===== src/rtl/dsi_sched_pkg.sv =====
// Shared types and default command addresses for the DSI transmit scheduler.
package dsi_sched_pkg;

    typedef enum logic [2:0] {
        ST_ARB,
        ST_ISSUE,
        ST_BUSY,
        ST_RELEASE,
        ST_GAP
    } sched_state_t;

    typedef enum logic [1:0] {
        GNT_NONE,
        GNT_INIT,
        GNT_HOST,
        GNT_VIDEO
    } grant_t;

    localparam logic [7:0] DEFAULT_VS_CMD   = 8'h00;
    localparam logic [7:0] DEFAULT_LINE_CMD = 8'h10;

endpackage


===== src/rtl/dsi_init_table.sv =====
// Panel init command table: synchronous write, asynchronous read, contents not reset.
module dsi_init_table #(
    parameter  int unsigned DEPTH = 32,
    localparam int unsigned AW    = $clog2(DEPTH)
) (
    input  logic          clk,
    input  logic          we,
    input  logic [AW-1:0] waddr,
    input  logic [7:0]    wdata,
    input  logic [AW-1:0] raddr,
    output logic [7:0]    rdata_c
);

    logic [7:0] mem [DEPTH];

    always_ff @(posedge clk) begin
        if (we) begin
            mem[waddr] <= wdata;
        end
    end

    assign rdata_c = mem[raddr];

endmodule


===== src/rtl/dsi_tx_scheduler.sv =====
// Arbitrates init list, host commands and video packets onto the DSI HS transmitter.
// Define SCHED_STATS_EN to add frame and timeout statistics counters.
module dsi_tx_scheduler
    import dsi_sched_pkg::*;
#(
    parameter int unsigned INIT_DEPTH  = 32,
    parameter int unsigned LINES       = 480,
    parameter logic [7:0]  VS_CMD      = DEFAULT_VS_CMD,
    parameter logic [7:0]  LINE_CMD    = DEFAULT_LINE_CMD,
    parameter int unsigned LP_GAP      = 4,
    parameter int unsigned ACK_TIMEOUT = 64
) (
    input  logic                          byte_clock_o,
    input  logic                          reset_i,
    input  logic                          cfg_we_i,
    input  logic [$clog2(INIT_DEPTH)-1:0] cfg_addr_i,
    input  logic [7:0]                    cfg_data_i,
    input  logic [$clog2(INIT_DEPTH):0]   init_len_i,
    input  logic                          init_start_i,
    input  logic                          host_req_i,
    input  logic [7:0]                    host_cmd_i,
    output logic                          host_ack_o,
    input  logic                          video_en_i,
    input  logic                          line_ready_i,
    input  logic                          finish_i,
    output logic                          write_cmd_o,
    output logic [7:0]                    command_o,
    output logic                          busy_o,
    output logic                          init_done_o,
    output logic                          frame_start_o,
`ifdef SCHED_STATS_EN
    output logic [15:0]                   frame_count_o,
    output logic [7:0]                    timeout_count_o,
`endif
    output logic                          timeout_o
);

    localparam int unsigned AW      = $clog2(INIT_DEPTH);
    localparam int unsigned PW      = AW + 1;
    localparam int unsigned LW      = $clog2(LINES + 1);
    localparam int unsigned CNT_MAX = (ACK_TIMEOUT > LP_GAP) ? ACK_TIMEOUT : LP_GAP;
    localparam int unsigned CW      = $clog2(CNT_MAX + 1);

    sched_state_t  state, state_nxt;
    grant_t        grant, win_c;
    logic [PW-1:0] init_ptr;
    logic          init_active;
    logic          start_pend;
    logic [LW-1:0] line_cnt;
    logic [CW-1:0] cnt;
    logic [7:0]    table_rdata_c;
    logic [7:0]    win_cmd_c;
    logic          init_req_c, video_req_c;
    logic          ack_expired_c, gap_done_c;
    logic          start_apply_c, timeout_event_c, frame_event_c;

    dsi_init_table #(
        .DEPTH (INIT_DEPTH)
    ) u_init_table (
        .clk     (byte_clock_o),
        .we      (cfg_we_i),
        .waddr   (cfg_addr_i),
        .wdata   (cfg_data_i),
        .raddr   (init_ptr[AW-1:0]),
        .rdata_c (table_rdata_c)
    );

    // Fixed-priority winner: init list, then host, then video
    always_comb begin
        init_req_c  = init_active && (init_ptr < init_len_i);
        video_req_c = video_en_i && ((line_cnt == '0) || line_ready_i);
        win_c       = GNT_NONE;
        win_cmd_c   = '0;
        if (init_req_c) begin
            win_c     = GNT_INIT;
            win_cmd_c = table_rdata_c;
        end else if (host_req_i) begin
            win_c     = GNT_HOST;
            win_cmd_c = host_cmd_i;
        end else if (video_req_c) begin
            win_c     = GNT_VIDEO;
            win_cmd_c = (line_cnt == '0) ? VS_CMD : LINE_CMD;
        end
    end

    assign ack_expired_c   = (cnt == CW'(ACK_TIMEOUT - 1));
    assign gap_done_c      = (cnt == CW'(LP_GAP - 1));
    assign timeout_event_c = (state == ST_ISSUE) && finish_i && ack_expired_c;
    assign frame_event_c   = (state == ST_RELEASE) && (grant == GNT_VIDEO) && (line_cnt == '0);
    // A restart never lands on a cycle that is issuing or completing a command
    assign start_apply_c   = (init_start_i || start_pend) &&
                             ((state == ST_GAP) || ((state == ST_ARB) && (win_c == GNT_NONE)));

    always_comb begin
        state_nxt = state;
        case (state)
            ST_ARB:     if (win_c != GNT_NONE) state_nxt = ST_ISSUE;
            ST_ISSUE: begin
                if (!finish_i) begin
                    state_nxt = ST_BUSY;
                end else if (ack_expired_c) begin
                    state_nxt = ST_GAP;
                end
            end
            ST_BUSY:    if (finish_i) state_nxt = ST_RELEASE;
            ST_RELEASE: state_nxt = ST_GAP;
            ST_GAP:     if (gap_done_c) state_nxt = ST_ARB;
            default:    state_nxt = ST_ARB;
        endcase
    end

    always_ff @(posedge byte_clock_o or posedge reset_i) begin
        if (reset_i) begin
            state         <= ST_ARB;
            grant         <= GNT_NONE;
            cnt           <= '0;
            init_ptr      <= '0;
            init_active   <= 1'b0;
            start_pend    <= 1'b0;
            line_cnt      <= '0;
            write_cmd_o   <= 1'b0;
            command_o     <= '0;
            busy_o        <= 1'b0;
            init_done_o   <= 1'b0;
            host_ack_o    <= 1'b0;
            frame_start_o <= 1'b0;
            timeout_o     <= 1'b0;
        end else begin
            state         <= state_nxt;
            cnt           <= (state_nxt == state) ? cnt + CW'(1) : '0;
            write_cmd_o   <= (state_nxt == ST_ISSUE) || (state_nxt == ST_BUSY);
            busy_o        <= (state_nxt != ST_ARB);
            host_ack_o    <= (state == ST_RELEASE) && (grant == GNT_HOST);
            frame_start_o <= frame_event_c;

            if ((state == ST_ARB) && (win_c != GNT_NONE)) begin
                grant     <= win_c;
                command_o <= win_cmd_c;
            end
            if ((state == ST_ARB) && !video_en_i) begin
                line_cnt <= '0;
            end
            if (timeout_event_c) begin
                timeout_o <= 1'b1;
                grant     <= GNT_NONE;
            end

            if (state == ST_RELEASE) begin
                grant <= GNT_NONE;
                if (grant == GNT_INIT) begin
                    init_ptr <= init_ptr + PW'(1);
                end
                if (grant == GNT_VIDEO) begin
                    line_cnt <= (line_cnt == LW'(LINES)) ? '0 : line_cnt + LW'(1);
                end
            end

            if (start_apply_c) begin
                init_active <= 1'b1;
                init_ptr    <= '0;
                init_done_o <= 1'b0;
                start_pend  <= 1'b0;
            end else begin
                if (init_start_i) begin
                    start_pend <= 1'b1;
                end
                if (init_active && (init_ptr >= init_len_i)) begin
                    init_active <= 1'b0;
                    init_done_o <= 1'b1;
                end
            end
        end
    end

`ifdef SCHED_STATS_EN
    // Frame counter wraps; timeout counter saturates
    always_ff @(posedge byte_clock_o or posedge reset_i) begin
        if (reset_i) begin
            frame_count_o   <= '0;
            timeout_count_o <= '0;
        end else begin
            if (frame_event_c) begin
                frame_count_o <= frame_count_o + 16'd1;
            end
            if (timeout_event_c && (timeout_count_o != 8'hFF)) begin
                timeout_count_o <= timeout_count_o + 8'd1;
            end
        end
    end
`endif

endmodule


===== config.mk =====
export PLATFORM = sky130hd
export DESIGN_NAME = dsi_tx_scheduler
export DESIGN_NICKNAME = d
export VERILOG_FILES = /design/src/rtl/dsi_sched_pkg.sv /design/src/rtl/dsi_init_table.sv /design/src/rtl/dsi_tx_scheduler.sv
export SDC_FILE = /design/constraint.sdc
export NUM_CORES = 1
export LEC_CHECK = 0
export BUFFER_PORTS_ARGS = -buffer_cell sky130_fd_sc_hd__buf_2
export CORE_ASPECT_RATIO = 0.9
export CORE_MARGIN = 2
export CORE_UTILIZATION = 35
export CTS_BUF_LIST = sky130_fd_sc_hd__clkbuf_4 sky130_fd_sc_hd__clkbuf_8
export CTS_CLUSTER_SIZE = 40
export DETAILED_ROUTE_END_ITERATION = 8
export PLACE_DENSITY = 0.54
export SYNTH_ARGS = -nofsm -noshare
export SYNTH_HDL_FRONTEND = slang
export SYNTH_SLANG_ARGS = --single-unit

===== constraint.sdc =====
create_clock -name byte_clock_o -period 2.6 [get_ports byte_clock_o]
set_clock_uncertainty 0.15 [all_clocks]
set_input_delay 0.26 -clock byte_clock_o [delete_from_list [all_inputs] [get_ports byte_clock_o]]
set_output_delay 0.26 -clock byte_clock_o [all_outputs]
set_load 0.01 [all_outputs]

==> results of run 1 <==
==> area by class of cell <==
class / count / area share (%)
Sequential cell: 299 / 60.17
Multi-Input combinational cell: 371 / 23.25
Timing Repair Buffer: 119 / 5.718
Clock buffer: 61 / 5.246
Tap cell: 469 / 4.027
Clock inverter: 27 / 1.108
Inverter: 18 / 0.4636
Antenna cell: 1 / 0.01717
==> power breakdown <==
group | internal (W) | total (W) | switching (W) | leakage (nW)
clock | 0.00205 | 0.00390 | 0.00185 | 0.498
sequential | 0.00544 | 0.00565 | 0.000212 | 2.86
combinational | 0.00126 | 0.00276 | 0.00149 | 1.69
==> how the worst max path moves through the flow <==
stage,endpoint,depth (start not counted)
finish,command_o[4],6
detailed placement,command_o[4],6
global route,command_o[4],6
floorplan,command_o[4],7
CTS,command_o[4],6
global placement,command_o[4],8
==> registers in the layout, summed over array words and instances, names as in the netlist <==
signal / flops
init_ptr: 6
timeout_o: 1
start_pend: 1
cnt: 7
init_done_o: 1
command_o: 8
host_ack_o: 1
write_cmd_o: 1
grant: 2
line_cnt: 9
u_init_table.mem: 256
init_active: 1
state: 3
busy_o: 1
frame_start_o: 1
==> layer usage <==
metal  GRT usage, %  wire, µm  share of wire, %
met1          22.11     12840                45
met2          24.01     13000                46
met3          3.181      1908               6.8
met4          4.321       482               1.7
met5              0         0                 0
==> through the flow <==
stage               util (%)  total power (W)  worst slack (ns)  cell area [µm²]  cells
floorplan                  -         0.007659            0.4368            12440    720
global placement       38.53         0.008497            0.2113            13500   1262
detailed placement     38.53         0.008517            0.1899            13500   1262
CTS                    41.57          0.01246            0.1408            14570   1364
global route           41.57          0.01293           0.01569            14570   1364
finish                 41.57          0.01231            0.1608            14570   1365
==> cells by family after synthesis <==
group	after synthesis
flops	299
fa+ha+maj	10
compound gates	88
simple gates	173
mux	89
xor+xnor	11
buf+inv	50
==> Yosys cell counts (5+ instances only) <==
cell type,n
ha_1,10
xor2_1,5
buf_2,10
a32oi_1,8
o21ai_0,25
xnor2_1,6
a21o_1,7
dfrtp_1,43
edfxtp_1,256
nand3b_1,6
mux4_2,53
o211ai_1,7
nor3_1,6
buf_4,6
buf_6,6
clkbuf_1,6
mux2i_1,27
nand4_1,10
nand2_1,48
a21oi_1,10
or3_1,5
nor2_1,60
mux4_1,8
nand3_1,11
inv_1,16
==> timing repair <==
item                                   4_1_cts  5_1_grt
endpoints found under the hold margin       49        0
hold buffers                                14        0
resized for setup                            0        0
==> flow_summary.yaml, run 1 <==
run_status:
  status: "complete, no violations"
critical_path:
  crit_fanout: 8
  critPathLaunchType: "register"
  reg2reg_depth: 6
  crit_path_end_kind: "register"
  cp-startpoint: "init_ptr[5]"
  crit_required_ns: 2.92
  r2r_start: "init_ptr[5]"
  cp_num_buf_inv: 0
  critPathTopFamily: "compound AO/OA/AOI/OAI gates"
  cp.arrival_ns: 2.76
  r2r-end: "command_o[4]"
  r2r_slack_ns: 0.16
  slowest_delay_ns: 0.69
  path_cells: "ha_1 > a21oi_1 > o21ai_0 > or4_1 > a2111o_1 > o311ai_1"
  critPathSlowestCell: "or4_1"
  criticalPathCategory: "reg -> reg"
pwr:
  p_per_area_nw_per_um2: 844.5
  ir_worst_vdd_v: 0.0003487
  power_leakage_nw: 5.048
yosys:
  synth_top_cell_by_area: "edfxtp_1"
  synth_seq_cells: 299
  synth_flop_cell: "edfxtp_1"
  synth_compound_area_share_pct: 5.069
  netlist_instances: 720
  synth_warnings: 0
  syn_nets: 765
  muxShareOfSynthArea_pct: 13.55
  synth_cell_type_count: 68
  synth_top_family_by_area: "multiplexers"
  synth_fa_ha_area_share_pct: 1.006
  syn_area_um2: 12440
  synthXorXnorAreaFrac_pct: 0.7745
  yosys.area_share.simple_pct: 6.840
  ys_seq_area_share_pct: 70.45
  netlist.area_leader.share_pct: 61.80
  synth_edf_count: 256
  ys_async_sr_fraction_pct: 14.38
  synth_area_leaders: "edfxtp_1 62%, mux4_2 9.6%, dfrtp_1 8.7%, mux2i_1 2.2%, nor2_1 1.8%"
  avgSynthCellArea_um2: 17.28
cts:
  htree_num_levels: 2
  clock_sinks: 299
  clock_tree.buffer_depth: 3
  cts_root_buf: "clkbuf_8"
  cts_tree: "done"
  numCtsBuffers: 48
  postCtsSetupBuffers: 0
  path_clk_slew_ns: 0.07
  clkLatencyLatePin_ns: 0.58
grt:
  first_global_vias: 7101
  grt_usage_pct: 15.44
  grt_pass1_wl_um: 42990
  grt.overflow.total: 0
  grt_max_degree: 57
  antenna_found_initial: 2
route:
  drt_first_iter_violations: 574
  wirelength_um: 28230
  num_vias: 6908
  dr.pass1.iters: 5
  wl_per_cell_um: 20.68
  viasPerCell: 5.061
  ant_nets: 0
  drcViolationCount: 0
place:
  gp_congestion: 0.7798
  io_buffers: 48
  dpl.hpwl_um: 17800
floorplanning:
  start_util_pct: 35.49
  std_cell_rows: 65
  dieWidth_um: 202.7
  die_area_um2: 37070
  coreArea_um2: 35050
  die_h_um: 182.9
  pin_count: 49
timing:
  tns_ns: 0
  report.final.slew_viol_count: 0
  hold_viol: 0
  setup_viol: 0
  max_freq_ghz: 0.4100
  worstMarginPinSlew_ns: 0.7815
  min_period_ns: 2.439
  relSlewSlack_pct: 47.83
  period_share_pct: 93.82
  rsz0062_at_grt: "no"
  holdWs_ns: 0.08298
min_path:
  holdCritStartpoint: "cfg_data_i[4]"
  hold-path-cell-count: 1
  hold_end: "u_init_table.mem[3][4]"
  holdCritPathClass: "in -> reg"
finish:
  finalNetCount: 902
  layout_common_cells: "256 x edfxtp_1, 60 x nor2_1, 55 x buf_4"
  final_common_cell: "edfxtp_1"
  fill_cells: 3125
  areaGrowthSynthToFinish_pct: 17.15
  multiInputGateArea_um2: 3388
  drive_gt1_share_pct: 28.38
  regArea_um2: 8768
job:
  maxCapViolCount: 0
(Power assumes the default switching activity.)
==> inputs of run 2 (changes only) <==
--- a/config.mk
+++ b/config.mk
@@ -12,7 +12,10 @@
 export CTS_BUF_LIST = sky130_fd_sc_hd__clkbuf_4 sky130_fd_sc_hd__clkbuf_8
 export CTS_CLUSTER_SIZE = 40
 export DETAILED_ROUTE_END_ITERATION = 8
+export GPL_TIMING_DRIVEN = 0
+export MAX_ROUTING_LAYER = met4
 export PLACE_DENSITY = 0.54
+export SKIP_CTS_REPAIR_TIMING = 1
 export SYNTH_ARGS = -nofsm -noshare
 export SYNTH_HDL_FRONTEND = slang
 export SYNTH_SLANG_ARGS = --single-unit
==> flow_summary.yaml, run 2 (synthesis results as in run 1) <==
run_status:
  status: "complete, but fails checks"
  violations: "negative hold slack"
finish:
  regArea_um2: 8763
  layout_common_cells: "256 x edfxtp_1, 60 x nor2_1, 57 x buf_2"
  areaGrowthSynthToFinish_pct: 15.68
  multiInputGateArea_um2: 3407
  max_flop_register: "u_init_table.mem"
  stdcell_area_um2: 14390
  top_regs: "u_init_table.mem: 256 flops, line_cnt: 9 flops, command_o: 8 flops"
  drive_gt1_share_pct: 25.58
  fin_util_pct: 41.05
  fill_cells: 3204
  finalNetCount: 876
  largest_register_ffs: 256
  final_common_cell: "edfxtp_1"
cts:
  clock_sinks: 299
  path_clk_slew_ns: 0.06
  clock_tree.buffer_depth: 3
  cts_root_buf: "clkbuf_8"
  clkLatencyLatePin_ns: 0.58
  numCtsBuffers: 49
  htree_num_levels: 2
  cts_tree: "done"
grt:
  grt_usage_pct: 16.16
  first_global_vias: 7001
  grt_max_degree: 33
  grt_pass1_wl_um: 43350
  antenna_found_initial: 2
  grt.overflow.total: 0
critical_path:
  reg2reg_depth: 8
  crit_path_end_kind: "register"
  cp-endpoint: "command_o[6]"
  cp-startpoint: "init_ptr[1]"
  slowest_delay_ns: 0.53
  critPathLaunchType: "register"
  crit_required_ns: 2.88
  cp_num_buf_inv: 3
  crit_fanout: 10
  critPathSlowestCell: "mux4_2"
  cp_common_cell: "buf_8"
  cp.arrival_ns: 2.78
  critPathTopFamily: "multiplexers"
  r2r_start: "init_ptr[1]"
  path_cells: "buf_6 > buf_8 > buf_8 > mux4_2 > mux2i_1 > a32oi_1 > nand2_1 > o211ai_1"
  crit_cells: 8
  r2r-end: "command_o[6]"
  criticalPathCategory: "reg -> reg"
  r2r_slack_ns: 0.1
place:
  placed_area_um2: 13290
  dpl.hpwl_um: 18390
  io_buffers: 48
  gp_congestion: 0.8050
  pre_cts_ws_ns: -0.03815
timing:
  worst_slack_ns: 0.09830
  min_period_ns: 2.502
  worstMarginPinSlew_ns: 1.001
  period_share_pct: 96.22
  relSlewSlack_pct: 32.99
  hold_viol: 1
  holdWs_ns: -0.01190
  setup_viol: 0
  max_freq_ghz: 0.3997
  rsz0062_at_grt: "no"
  report.final.slew_viol_count: 0
floorplanning:
  start_util_pct: 35.49
  pin_count: 49
  dieWidth_um: 202.7
  std_cell_rows: 65
  die_h_um: 182.9
  die_area_um2: 37070
  coreArea_um2: 35050
route:
  viasPerCell: 4.998
  dr.pass1.iters: 4
  num_vias: 6697
  wirelength_um: 28410
  ant_nets: 0
  wl_per_cell_um: 21.20
  drt_first_iter_violations: 531
  drcViolationCount: 0
job:
  maxCapViolCount: 0
pwr:
  ir_worst_vdd_v: 0.0002951
  power.total_w: 0.01248
  p_per_area_nw_per_um2: 867.4
  power_leakage_nw: 4.878
min_path:
  holdCritPathClass: "in -> reg"
[run 2: tightest hold or removal path, delay by kind of cell]
family	cells	cell delay [ns]
compound gates	2	0.30
buf+inv	1	0.08
[run 2: report_power, final]
group / internal (W) / switching (W)
registers: 0.00544 / 0.000161
logic: 0.00130 / 0.00161
clock network: 0.00216 / 0.00181
total: 0.00890 / 0.00358
[run 2: through the flow]
step                      TNS (ns)  instances
after floorplan                  0        720
after global placement           0       1237
after detailed placement  -0.04722       1238
after CTS                 -0.09615       1326
after global routing             0       1339
final                            0       1340
[run 2: worst min-delay path by stage]
| stage | startpoint | end | cells after the start |
|---|---|---|---|
| final | host_cmd_i[4] | command_o[4] | 3 |
| after global routing | host_cmd_i[4] | command_o[4] | 3 |
| after CTS | reset_i | cnt[1] | 2 |
| after detailed placement | reset_i | line_cnt[2] | 2 |
| after global placement | cnt[0] | cnt[0] | 1 |
| after floorplan | cfg_data_i[0] | u_init_table.mem[0][0] | 0 |
[run 2: layer usage]
layer	global-route usage, %	part of all wire [%]
met5	-	0
met4	4.613	2.1
met3	3.340	5.2
met2	23.77	45
met1	22.79	48
[run 2: area by class of cell]
| class | instances | share of cell area, % |
|---|---|---|
| clock buffer | 68 | 5.808 |
| multi-input combinational | 371 | 23.68 |
| timing repair buffer | 60 | 2.574 |
| inverter | 18 | 0.5043 |
| buffer | 32 | 1.643 |
| clock inverter | 20 | 0.7652 |
| tap | 469 | 4.078 |
| antenna | 3 | 0.05217 |
| sequential | 299 | 60.90 |
